===== config.mk =====
export PLATFORM = sky130hd
export DESIGN_NAME = serial_operand_deserializer
export DESIGN_NICKNAME = d
export VERILOG_FILES = /design/src/rtl/serial_operand_deserializer.sv
export SDC_FILE = /design/constraint.sdc
export NUM_CORES = 1
export LEC_CHECK = 0
export CORE_MARGIN = 1.5
export CORE_UTILIZATION = 55
export CTS_CLUSTER_DIAMETER = 100
export DETAILED_ROUTE_END_ITERATION = 8
export DONT_BUFFER_PORTS = 1
export PLACE_DENSITY_LB_ADDON = 0.12
export REMOVE_ABC_BUFFERS = 1
export SYNTH_ARGS = -nofsm -noshare
export SYNTH_HDL_FRONTEND = slang
export SYNTH_SLANG_ARGS = --single-unit

===== constraint.sdc =====
create_clock -name clk -period 1.91 [get_ports clk]
set_input_delay 0.382 -clock clk [delete_from_list [all_inputs] [get_ports clk]]
set_output_delay 0.382 -clock clk [all_outputs]
set_load 0.1 [all_outputs]

===== src/rtl/serial_operand_deserializer.sv =====
// serial_operand_deserializer
//   Bit-serial to N-bit parallel receiver. Serial bits come in through a
//   valid/ready handshake. Once N bits are collected, the assembled word is
//   presented on a valid/ready output. A zero flag is registered with the word.
//
// Parameters
//   N          word width (N >= 2)
//   MSB_FIRST  1: first serial bit lands in m_data[N-1]; 0: it lands in m_data[0]
//
// Ports
//   clk      clock, rising edge
//   rst      asynchronous reset, active high
//   s_valid  serial bit valid
//   s_data   serial bit
//   s_ready  a bit can be accepted this cycle (combinational)
//   m_valid  assembled word valid
//   m_data   assembled word
//   m_zero   registered ~|m_data, qualified by m_valid
//   m_ready  downstream accepts the word
module serial_operand_deserializer #(
   parameter int N         = 8,
   parameter bit MSB_FIRST = 1'b1
) (
   input  logic         clk,
   input  logic         rst,
   input  logic         s_valid,
   input  logic         s_data,
   output logic         s_ready,
   output logic         m_valid,
   output logic [N-1:0] m_data,
   output logic         m_zero,
   input  logic         m_ready
);

   localparam int CW = $clog2(N);
   localparam logic [CW-1:0] LAST = CW'(N - 1);

   typedef enum logic {FILL, FULL} state_t;

   state_t         state;
   logic [CW-1:0]  count;
   logic [N-1:0]   shreg;
   logic [N-1:0]   shreg_nxt;
   logic           accept;

   // A held word that is being consumed frees the slot in the same cycle.
   // This lets the stream run without a bubble.
   assign s_ready = !m_valid || m_ready;
   assign accept  = s_valid && s_ready;

   if (MSB_FIRST) begin : g_msb
      assign shreg_nxt = {shreg[N-2:0], s_data};
   end else begin : g_lsb
      assign shreg_nxt = {s_data, shreg[N-1:1]};
   end

   always_ff @(posedge clk or posedge rst) begin
      if (rst) begin
         state   <= FILL;
         count   <= '0;
         shreg   <= '0;
         m_valid <= 1'b0;
         m_data  <= '0;
         m_zero  <= 1'b0;
      end else begin
         case (state)
            FILL: begin
               if (accept) begin
                  shreg <= shreg_nxt;
                  if (count == LAST) begin
                     count   <= '0;
                     m_data  <= shreg_nxt;
                     m_zero  <= ~|shreg_nxt;
                     m_valid <= 1'b1;
                     state   <= FULL;
                  end else begin
                     count <= count + CW'(1);
                  end
               end
            end
            FULL: begin
               if (m_ready) begin
                  m_valid <= 1'b0;
                  state   <= FILL;
                  // A bit accepted on the consume edge is bit 0 of the next
                  // word. Stale bits left in shreg are shifted out before the
                  // next word loads.
                  if (s_valid) begin
                     shreg <= shreg_nxt;
                     count <= CW'(1);
                  end
               end
            end
            default: state <= FILL;
         endcase
      end
   end

endmodule


# Word-level counts from Yosys, hierarchy flattened
# Index checks and enable logic that the tools add are counted.
# totals
out_inout_bits,11
regBits,21
# classes
muxes,17
n_eq_ne,5
reduce_logical,8
n_addsub,1
n_bitwise,1
# op_table
operator,count
$mux 7,3
$pmux 7 s2,1
$mux 3,4
$reduce_and 3->1,3
$ne 2x2->1 const B,4
$reduce_or 8->1,1
$mux 1,6
$pmux 3 s2,1
$pmux 1 s2,2
$add 3x1->3 const B,1
$eq 3x3->1 const B,1
$logic_not 1->1,2
$logic_and 1x1->1,1
$logic_or 1x1->1,1
$not 1->1,1

# Longest topological paths before layout
# Gate-level depths: netlist (run 1).
# logic_depth
depth_word,5
depth_mapped,5
depth_no_buf,4

# Worst setup path before layout (run 1)
# Ideal clock, no wire load.
# synth_timing
path_type,register -> register
startpoint,register m_valid
endpoint,register m_data[0]
arrival_time_ps,2040
t_required_ps,1784
setup_slack_ps,-256
path_stages_with_launch,5
setup_ps,126
cell_sequence,dfrtp_1 nand2b_4 nand4_4 buf_6 mux2_2
# synth_between
elab_chain_cells,4
# synth_rtl
element,line_no,rtl
start: declaration,29,"output logic m_valid,"
start signal: assignment,62,m_valid <= 1'b0;
start signal: assignment,74,m_valid <= 1'b1;
start signal: assignment,83,m_valid <= 1'b0;
$logic_not 1->1,48,assign s_ready = !m_valid || m_ready;
$logic_or 1x1->1,48,
via s_ready,28,"output logic s_ready,"
$logic_and 1x1->1,49,assign accept = s_valid && s_ready;
$reduce_and 3->1 (no line),n/a,
end signal: assignment,72,m_data <= shreg_nxt;
end: declaration,30,"output logic [N-1:0] m_data,"
# The timed path passes the listed nets, and every way through them passes these cells.
# A chain may end at the register's enable or synchronous reset.

# Final worst setup path (run 1)
# layout_timing
startpoint,register m_data[3]
endpoint,output port m_data[3]
# No word-level cell between the ends.

==> key figures, run 1 <==
Setup path
  • CP endpoint kind: output pin
  • Worst Path Max Fanout: 2
  • Worst setup SP type: register
  • Worst R2R End: m_data[4]
  • CP Class: reg2out
  • Worst r2r src: count[0]
  • CP required: 1530 ps
  • Crit. path cell count: 0
  • R2R Setup Slk: 440 ps
  • CP arrival: 1270 ps
  • Worst r2r path cells: 4

Die
  • # rows: 14
  • Initial Utilization: 58.6%
  • I/O pins: 16
  • Die Area: 1830 µm²
  • Die height: 42.8 µm
  • Core area: 1490 µm²
  • Die W: 42.8 µm

Place
  • Dpl ws: 452 ps
  • Routability Congestion: 0.697
  • IO Port Bufs: 0
  • Post-DP HPWL: 1010 µm

Synth
  • XOR/XNOR Fraction of Synth Area: 0%
  • Post-Synth Simple-Gate Area: 8.32%
  • Compound-Gate Fraction of Synth Area: 4.16%
  • Largest family of logic cells by synthesized area: multiplexers
  • Largest area contributor in the netlist: dfrtp_1
  • Sequential share of the synthesized area: 60.3%
  • Synthesized area: 872 µm²
  • Post-synthesis adder-cell area fraction: 2.87%
  • Avg Synthesized Cell Area: 14.8 µm²
  • Yosys cell types: 15
  • Post-synthesis mux area share: 21.8%
  • Synth top area share: 60.3%
  • Top cells by area, synth: dfrtp_1, mux2_2, ha_1
  • FF+latch count, synth: 21
  • Post-Syn Instances: 59
  • YS warnings: 0

Global route
  • Vias in the first global route: 513
  • Overflow after GRT: 0
  • Overall Global Routing Usage: 18.3%
  • Largest net degree at the start of global routing: 22
  • Antenna violations before repair: 0
  • First-pass GRT wire length: 2380 µm

Cells and area
  • Diode count: 0
  • Area grow syn2layout: 6.74%
  • Layout Nets: 73
  • Fraction of layout cells with a size suffix above 1: 40.0%
  • Utilization after layout: 62.5%
  • Area of the multi-input gates: 324 µm²
  • # fillers: 119
  • FF/Latch Area: 526 µm²

Detailed routing
  • Met3 wire length: 64 µm
  • Routed met2 length: 728 µm
  • Metal-1 WL: 619 µm
  • Post-Route WL: 1420 µm
  • Wire per inst: 17.6 µm
  • Antenna Nets Post-Route: 0
  • DR vias: 476
  • DRT iter0 DRCs: 7
  • 1st-pass router iterations: 4
  • Drc violations: 0
  • Top Metal Used: met4
  • Vias/cell: 5.88

Worst hold path
  • HP Class: in2async

STA
  • Final Setup Violations: 0
  • RSZ-0062 raised after global routing: false
  • Tcrit/Tclk final: 86.6%
  • Final Slew Violations: 0
  • Final hold violations: 0
  • Least-Margin Pin Slew: 916 ps
  • Max-slew headroom: 39.0%
  • Fmax: 605 MHz
  • Hold WS: 86.1 ps
  • Setup slack after layout: 257 ps
  • Minimum clock period: 1650 ps
  • Clk_skew: 8.25 ps

Clocking
  • Total CTS buffers: 3
  • Sinks on the clock net: 21
  • Post-CTS setup buffer count: 0
  • CTS tree: done
  • H-tree levels: 1
  • Maximum clock insertion buffer count: 2
  • Clk slew on worst S/H paths: 120 ps
  • Root Buffer: clkbuf_4
  • Clock latency on the worst-skew pair: 300 ps
  • PostCTS Resize Cnt: 0
  • CTS Hold Bufs: 0

Outcome
  • Outcome: finished clean

Job
  • Max-Cap Viols: 0
[registers in the layout, summed over array words and instances (netlist names)]
register	flops
m_zero	1
m_data	8
m_valid	1
shreg	7
count	3
state	1
[per-stage QoR]
stage	TNS, ps	instance area (µm²)	cells
after floorplan	-1930	861	58
after global routing	0	931	81
final	0	931	81
after global placement	0	903	77
after CTS	0	931	81
after detailed placement	0	903	77
[routing by layer]
metal  GRT usage [%]  vias to the layer above
met5               0                        -
met4            11.3                        0
met3            3.40                        2
met2            30.6                        8
met1            21.6                      244
li1                -                      222
[final cells by class]
class | count | area share, %
flip-flops and latches | 21 | 56.5
multi-input cells | 34 | 34.8
clock buffers | 3 | 2.42
repair buffers | 3 | 2.42
well taps | 16 | 2.15
inverters | 3 | 1.21
clock inverters | 1 | 0.538
[cell families (layout without fill, tap and decap cells)]
group / after synthesis / in the layout
compound gates: 5 / 5
fa+ha+maj: 2 / 2
buf+inv: 4 / 10
flops: 21 / 21
mux: 17 / 17
simple gates: 10 / 10
[cell usage after synthesis (all sizes together)]
cell type and n:
dfrtp 21, mux2 16, nand2 4, inv 3, o21ai 3, a22o 2, ha 2, nor4 2
and3 1, buf 1, mux2i 1, nand2b 1, nand4 1, nor2 1
[cell usage in the layout (no fill, tap or decap), drive strengths merged]
master / instances
clkinv: 1
nor4: 2
ha: 2
mux2: 16
inv: 3
nand2b: 1
nor2: 1
mux2i: 1
buf: 3
nand4: 1
nand2: 4
dfrtp: 21
a22o: 2
o21ai: 3
and3: 1
clkbuf: 3
[worst max-delay path by stage]
| stage | startpoint | endpoint | slack [ps] |
|---|---|---|---|
| 2_1_floorplan | m_valid | m_data[0] | -200 |
| 3_3_place_gp | m_valid | count[0] | 490 |
| 3_5_place_dp | count[0] | m_data[2] | 450 |
| 4_1_cts | m_data[3] | m_data[3] | 250 |
| 5_1_grt | m_data[3] | m_data[3] | 230 |
| 6_report | m_data[3] | m_data[3] | 260 |
Power of run 1 is not shown: default switching activity piles up to over one toggle a cycle in this logic, so the estimate is an artifact.
==> inputs of run 2 (changes only) <==
--- a/config.mk
+++ b/config.mk
@@ -12,6 +12,7 @@
 export DONT_BUFFER_PORTS = 1
 export PLACE_DENSITY_LB_ADDON = 0.12
 export REMOVE_ABC_BUFFERS = 1
+export SETUP_SLACK_MARGIN = 0.5
 export SYNTH_ARGS = -nofsm -noshare
 export SYNTH_HDL_FRONTEND = slang
 export SYNTH_SLANG_ARGS = --single-unit
==> run 2 against run 1 <==
Core utilization is 6.6 points higher. Sequential share of layout area shrank 3.8 points. Clock-buffer cell count unchanged. Critical path depth up 2. Maximum frequency rose by 17%. Worst hold slack improved by 6.3 ps. Clock skew decreased by 3.9 ps.
==> key figures, run 2 (synthesis gave the netlist of run 1 again) <==
Place
  • IO Port Bufs: 0 (unchanged)
  • Post-DP HPWL: 1010 µm (unchanged)
  • Placed Area: 903 µm² (unchanged)
  • Routability Congestion: 0.697 (unchanged)

Outcome
  • Outcome: finished clean

Detailed routing
  • Post-Route WL: 1530 µm (+7.5%)
  • Drc violations: 0 (unchanged)
  • DR vias: 500 (+5.0%)
  • DRT iter0 DRCs: 6 (-1)
  • Antenna Nets Post-Route: 0 (unchanged)
  • 1st-pass router iterations: 2 (-2)
  • Wire per inst: 18.0 µm (+2.5%)
  • Vias/cell: 5.88 (about the same)

Clocking
  • Clk slew on worst S/H paths: 120 ps (about the same)
  • Clock latency on the worst-skew pair: 300 ps (about the same)
  • CTS Hold Bufs: 0 (unchanged)
  • Total CTS buffers: 3 (unchanged)
  • Maximum clock insertion buffer count: 2 (unchanged)
  • Sinks on the clock net: 21 (unchanged)
  • Root Buffer: clkbuf_4
  • CTS tree: done
  • H-tree levels: 1 (unchanged)

STA
  • Least-Margin Pin Slew: 778 ps (-137 ps)
  • Tcrit/Tclk final: 74.0% (-13 points)
  • Hold WS: 92.3 ps (+6.25 ps)
  • Setup TNS: 0 ps (unchanged)
  • Final hold violations: 0 (unchanged)
  • Final Setup Violations: 0 (unchanged)
  • Clk_skew: 4.38 ps (-3.86 ps)
  • Fmax: 707 MHz (+17%)
  • Max-slew headroom: 48.1% (+9.1 points)
  • Minimum clock period: 1410 ps (-239 ps)
  • RSZ-0062 raised after global routing: true
  • Final Slew Violations: 0 (unchanged)

Cells and area
  • Commonest cells after routing, fill and taps aside: mux2_2, dfrtp_1, dfrtp_2
  • Final Cell Area: 1030 µm² (+11%)
  • Utilization after layout: 69.2% (+6.6 points)
  • Max reg flops: 8 (unchanged)
  • Area grow syn2layout: 18.1%
  • Fraction of layout cells with a size suffix above 1: 59.4% (+19 points)
  • # fillers: 109 (-8.4%)
  • Top flop regs: m_data: 8 flops, shreg: 7 flops, count: 3 flops
  • Largest Register: m_data
  • Most common cell after layout, fill and taps aside: mux2_2
  • Diode count: 0 (unchanged)
  • Layout Nets: 77 (+5.5%)

Worst hold path
  • HP Class: in2async

Die
  • # rows: 14 (unchanged)
  • Die Area: 1830 µm² (unchanged)
  • I/O pins: 16 (unchanged)
  • Die W: 42.8 µm (unchanged)
  • Core area: 1490 µm² (unchanged)
  • Die height: 42.8 µm (unchanged)
  • Initial Utilization: 58.6% (unchanged)

Setup path
  • CP arrival: 1030 ps (-240 ps)
  • CP endpoint kind: output pin
  • Worst setup SP type: register
  • Worst Path Max Fanout: 4 (+2)
  • CP required: 1530 ps (about the same)
  • Critical path, cell by cell: nand2b_4 -> buf_12
  • Slowest cell on crit path: dfrtp_2
  • CP Class: reg2out
  • CP max stage delay: 460 ps

Global route
  • Overall Global Routing Usage: 19.4% (+1.1 points)
  • Global Route met1 Usage: 23.3% (+1.7 points)
  • Largest net degree at the start of global routing: 22 (unchanged)
  • Routing usage on met2: 31.2% (+0.61 points)
  • First-pass GRT wire length: 2550 µm (+7.0%)
  • Most Crowded Layer GR: met2
  • Vias in the first global route: 539 (+5.1%)
  • Overflow after GRT: 0 (unchanged)
  • Antenna violations before repair: 0 (unchanged)
  • GR Util met3: 3.83% (+0.43 points)

Job
  • Max-Cap Viols: 0 (unchanged)
-- run 2: changes by cell type in the layout (fill, tap and decap cells not counted) --
| cell | delta |
|---|---|
| buf_12 | +1 |
| buf_4 | +1 |
| buf_6 | +1 |
| dfrtp_1 | -9 |
| dfrtp_2 | +7 |
| dfrtp_4 | +2 |
| ha_1 | -2 |
| ha_2 | +1 |
| ha_4 | +1 |
| nand4_4 | +1 |
| o21ai_2 | -1 |
| o21ai_4 | +1 |
-- run 2: area by class of cell --
type                    count  area, µm²  area share [%]
inverters                   3       11.3            1.09
repair buffers              6       61.3            5.95
clock inverters             1       5.00           0.486
clock buffers               3       22.5            2.19
multi-input cells          35        368            35.7
flip-flops and latches     21        542            52.6
well taps                  16       20.0            1.94
-- run 2: stage by stage --
| step | worst slack, ps | instances |
|---|---|---|
| 4_1_cts | 445 | 84 |
| 3_3_place_gp | 493 | 77 |
| 5_1_grt | 468 | 85 |
| 2_1_floorplan | -200 | 58 |
| 6_report | 496 | 85 |
| 3_5_place_dp | 452 | 77 |
-- run 2: worst paths after layout --
kind	startpoint	endpoint	slack, ps	cells after the start
worst max-delay path	m_valid	s_ready	500	2
worst min-delay path	rst	m_data[3]	90	1
worst max register to register	m_valid	m_data[2]	540	5
worst min register to register	shreg[6]	m_data[7]	550	1
max in group asynchronous	rst	m_data[2]	1260	1
min in group clk	m_ready	state	190	1
-- run 2: timing repair --
item	in CTS	in global routing
gates resized for setup	14	6
gates cloned	1	0
setup endpoints to repair	26	12
buffers inserted	2	1
-- run 2: routing by layer --
metal,routed length (µm),vias up
li1,-,233
met1,671,257
met2,788,8
met3,59,2
met4,9,0
met5,0,-
-- run 2: critical path: cells and delay by family, from the launching register on --
family	cells	cell delay, ps
flops	1	460
simple gates	1	90
buf+inv	1	170
Power of run 2 is left out for the same reason.
==> inputs of run 3 (changes only) <==
--- a/config.mk
+++ b/config.mk
@@ -6,7 +6,7 @@
 export NUM_CORES = 1
 export LEC_CHECK = 0
 export CORE_MARGIN = 1.5
-export CORE_UTILIZATION = 55
+export CORE_UTILIZATION = 53
 export CTS_CLUSTER_DIAMETER = 100
 export DETAILED_ROUTE_END_ITERATION = 8
 export DONT_BUFFER_PORTS = 1
==> constraint.sdc (replaced) <==
create_clock -name clk -period 1.3 [get_ports clk]
set_input_delay 0.26 -clock clk [delete_from_list [all_inputs] [get_ports clk]]
set_output_delay 0.26 -clock clk [all_outputs]
set_load 0.1 [all_outputs]
==> run 3 against run 2 <==
Core utilization up 19 points. First-iteration DRC count up 67%. Sequential cell count is the same. Critical path type is now reg2reg. Non-clock buffer count is 17 higher. Cell count up 20%. Register-to-register slack got worse by 610 ps. The flow now finishes with violations (negative setup slack). Worst hold slack worse by 25 ps. Via count is 20% higher. Highest routed layer unchanged. Sequential share of layout area is 13 points lower. Worst setup slack got worse by 570 ps.
==> key figures, run 3 (synthesis gave the netlist of run 1 again) <==
Cells and area
  • Commonest cells after routing, fill and taps aside: dfrtp_1, mux2_4, buf_12
  • Largest Register: m_data
  • # fillers: 56 (-49%)
  • Final Non-Filler Cells: 102 (+20%)
  • Fraction of layout cells with a size suffix above 1: 58.1% (-1.3 points)
  • Top flop regs: m_data: 8 flops, shreg: 7 flops, count: 3 flops
  • Most common cell after layout, fill and taps aside: dfrtp_1
  • Layout Nets: 94 (+22%)
  • Max reg flops: 8 (unchanged)
  • Diode count: 0 (unchanged)
  • Area grow syn2layout: 53.5%

Setup path
  • CP required: 1490 ps (-40 ps)
  • End of the critical path: m_data[4]
  • CP arrival: 1560 ps (+530 ps)
  • Worst R2R End: m_data[4]
  • R2R Setup Slk: -70 ps (-610 ps)
  • Worst r2r src: count[1]
  • Worst r2r path cells: 4 (-1)
  • Worst Path Max Fanout: 6 (+2)
  • CP Class: reg2reg
  • CP startpoint: count[1]
  • CP endpoint kind: register
  • Worst setup SP type: register

Outcome
  • Failing checks: negative setup slack
  • Outcome: complete, but fails checks

Detailed routing
  • Antenna Nets Post-Route: 0 (unchanged)
  • Drc violations: 0 (unchanged)
  • Vias/cell: 5.90 (+0.33%)
  • DRT iter0 DRCs: 10 (+4)
  • 1st-pass router iterations: 4 (+2)
  • Wire per inst: 20.7 µm (+15%)
  • Post-Route WL: 2110 µm (+38%)
  • DR vias: 602 (+20%)

Clocking
  • Maximum clock insertion buffer count: 2 (unchanged)
  • Sinks on the clock net: 21 (unchanged)
  • H-tree levels: 1 (unchanged)
  • Total CTS buffers: 3 (unchanged)
  • Clock latency on the worst-skew pair: 290 ps (about the same)
  • Clk slew on worst S/H paths: 110 ps (about the same)
  • CTS tree: done
  • Root Buffer: clkbuf_4

STA
  • Fmax: 728 MHz
  • Setup TNS: -481 ps (-481 ps)
  • Setup slack after layout: -74.5 ps (-571 ps)
  • Final Setup Violations: 10 (+10)
  • Tcrit/Tclk final: 106%
  • Final hold violations: 0 (unchanged)
  • Clk_skew: 2.89 ps (-1.49 ps)
  • Minimum clock period: 1370 ps
  • Max-slew headroom: 78.7% (+31 points)
  • Least-Margin Pin Slew: 317 ps (-462 ps)
  • RSZ-0062 raised after global routing: true
  • Final Slew Violations: 0 (unchanged)

Die
  • Initial Utilization: 57.2% (-1.3 points)
  • Die height: 43.6 µm (+1.7%)
  • # rows: 14 (unchanged)
  • I/O pins: 16 (unchanged)
  • Core area: 1520 µm² (+2.4%)
  • Die W: 43.6 µm (+1.7%)
  • Die Area: 1900 µm² (+3.5%)

Place
  • Routability Congestion: 0.708 (+1.6%)
  • Dpl cells: 89 (+16%)
  • IO Port Bufs: 0 (unchanged)
  • Post-DP HPWL: 1010 µm (-0.51%)
  • Dpl ws: -142 ps (-594 ps)

Global route
  • Antenna violations before repair: 0 (unchanged)
  • First-pass GRT wire length: 3310 µm (+30%)
  • Vias in the first global route: 678 (+26%)
  • Overflow after GRT: 0 (unchanged)
  • Overall Global Routing Usage: 25.1% (+5.6 points)
  • Largest net degree at the start of global routing: 22 (unchanged)

Job
  • Max-Cap Viols: 0 (unchanged)

Worst hold path
  • HP Class: in2reg
[run 3: cell count changes in the layout (fill, tap and decap cells not counted), moves of 2 or more]
| cell | previous run | this run |
|---|---|---|
| buf_12 | 1 | 12 |
| buf_6 | 1 | 5 |
| dfrtp_1 | 12 | 20 |
| dfrtp_2 | 7 | 1 |
| dfrtp_4 | 2 | 0 |
| mux2_2 | 16 | 4 |
| mux2_4 | 0 | 12 |
[run 3: layout make-up]
type	instances	area [µm²]	share of cell area (%)
Clock buffer	4	26.3	1.96
Inverter	3	11.3	0.841
Multi-Input combinational cell	35	410	30.7
Sequential cell	21	527	39.3
Tap cell	16	20.0	1.50
Timing Repair Buffer	23	344	25.7
[run 3: worst max-delay path, cell delays in order, from the launching register on]
cell,delay (ps)
dfrtp_1,410
ha_2,200
ha_4,180
nand4_4,120
mux2_2,360
[run 3: what timing repair did]
action	CTS	global route
hold endpoints to repair	21	0
endpoints found under the setup margin	32	32
cloned	2	0
buffers inserted	3	3
hold buffers	1	0
gates resized for setup	26	8
pin swaps	3	4
[run 3: worst min-delay path by stage]
stage | start | end | cells past startpoint
floorplan | rst | count[0] | 1
global placement | rst | m_valid | 2
detailed placement | rst | state | 2
CTS | m_ready | state | 1
global route | m_ready | state | 1
finish | m_ready | state | 1
[run 3: through the flow]
| step | cell area, µm² | hold WS [ps] | util (%) |
|---|---|---|---|
| 2_1_floorplan | 861 | 237 | - |
| 3_3_place_gp | 1090 | 192 | 71.8 |
| 3_5_place_dp | 1090 | 196 | 71.8 |
| 4_1_cts | 1280 | 57.3 | 84.1 |
| 5_1_grt | 1340 | 57.2 | 87.8 |
| 6_report | 1340 | 67.8 | 87.8 |
[run 3: layer usage]
metal | wire, µm | GRT usage [%] | up-vias
li1 | - | - | 271
met5 | 0 | 0 | -
met2 | 1160 | 44.7 | 23
met4 | 22 | 9.09 | 0
met1 | 834 | 30.3 | 304
met3 | 91 | 4.17 | 4
Power of run 3 is left out for the same reason.
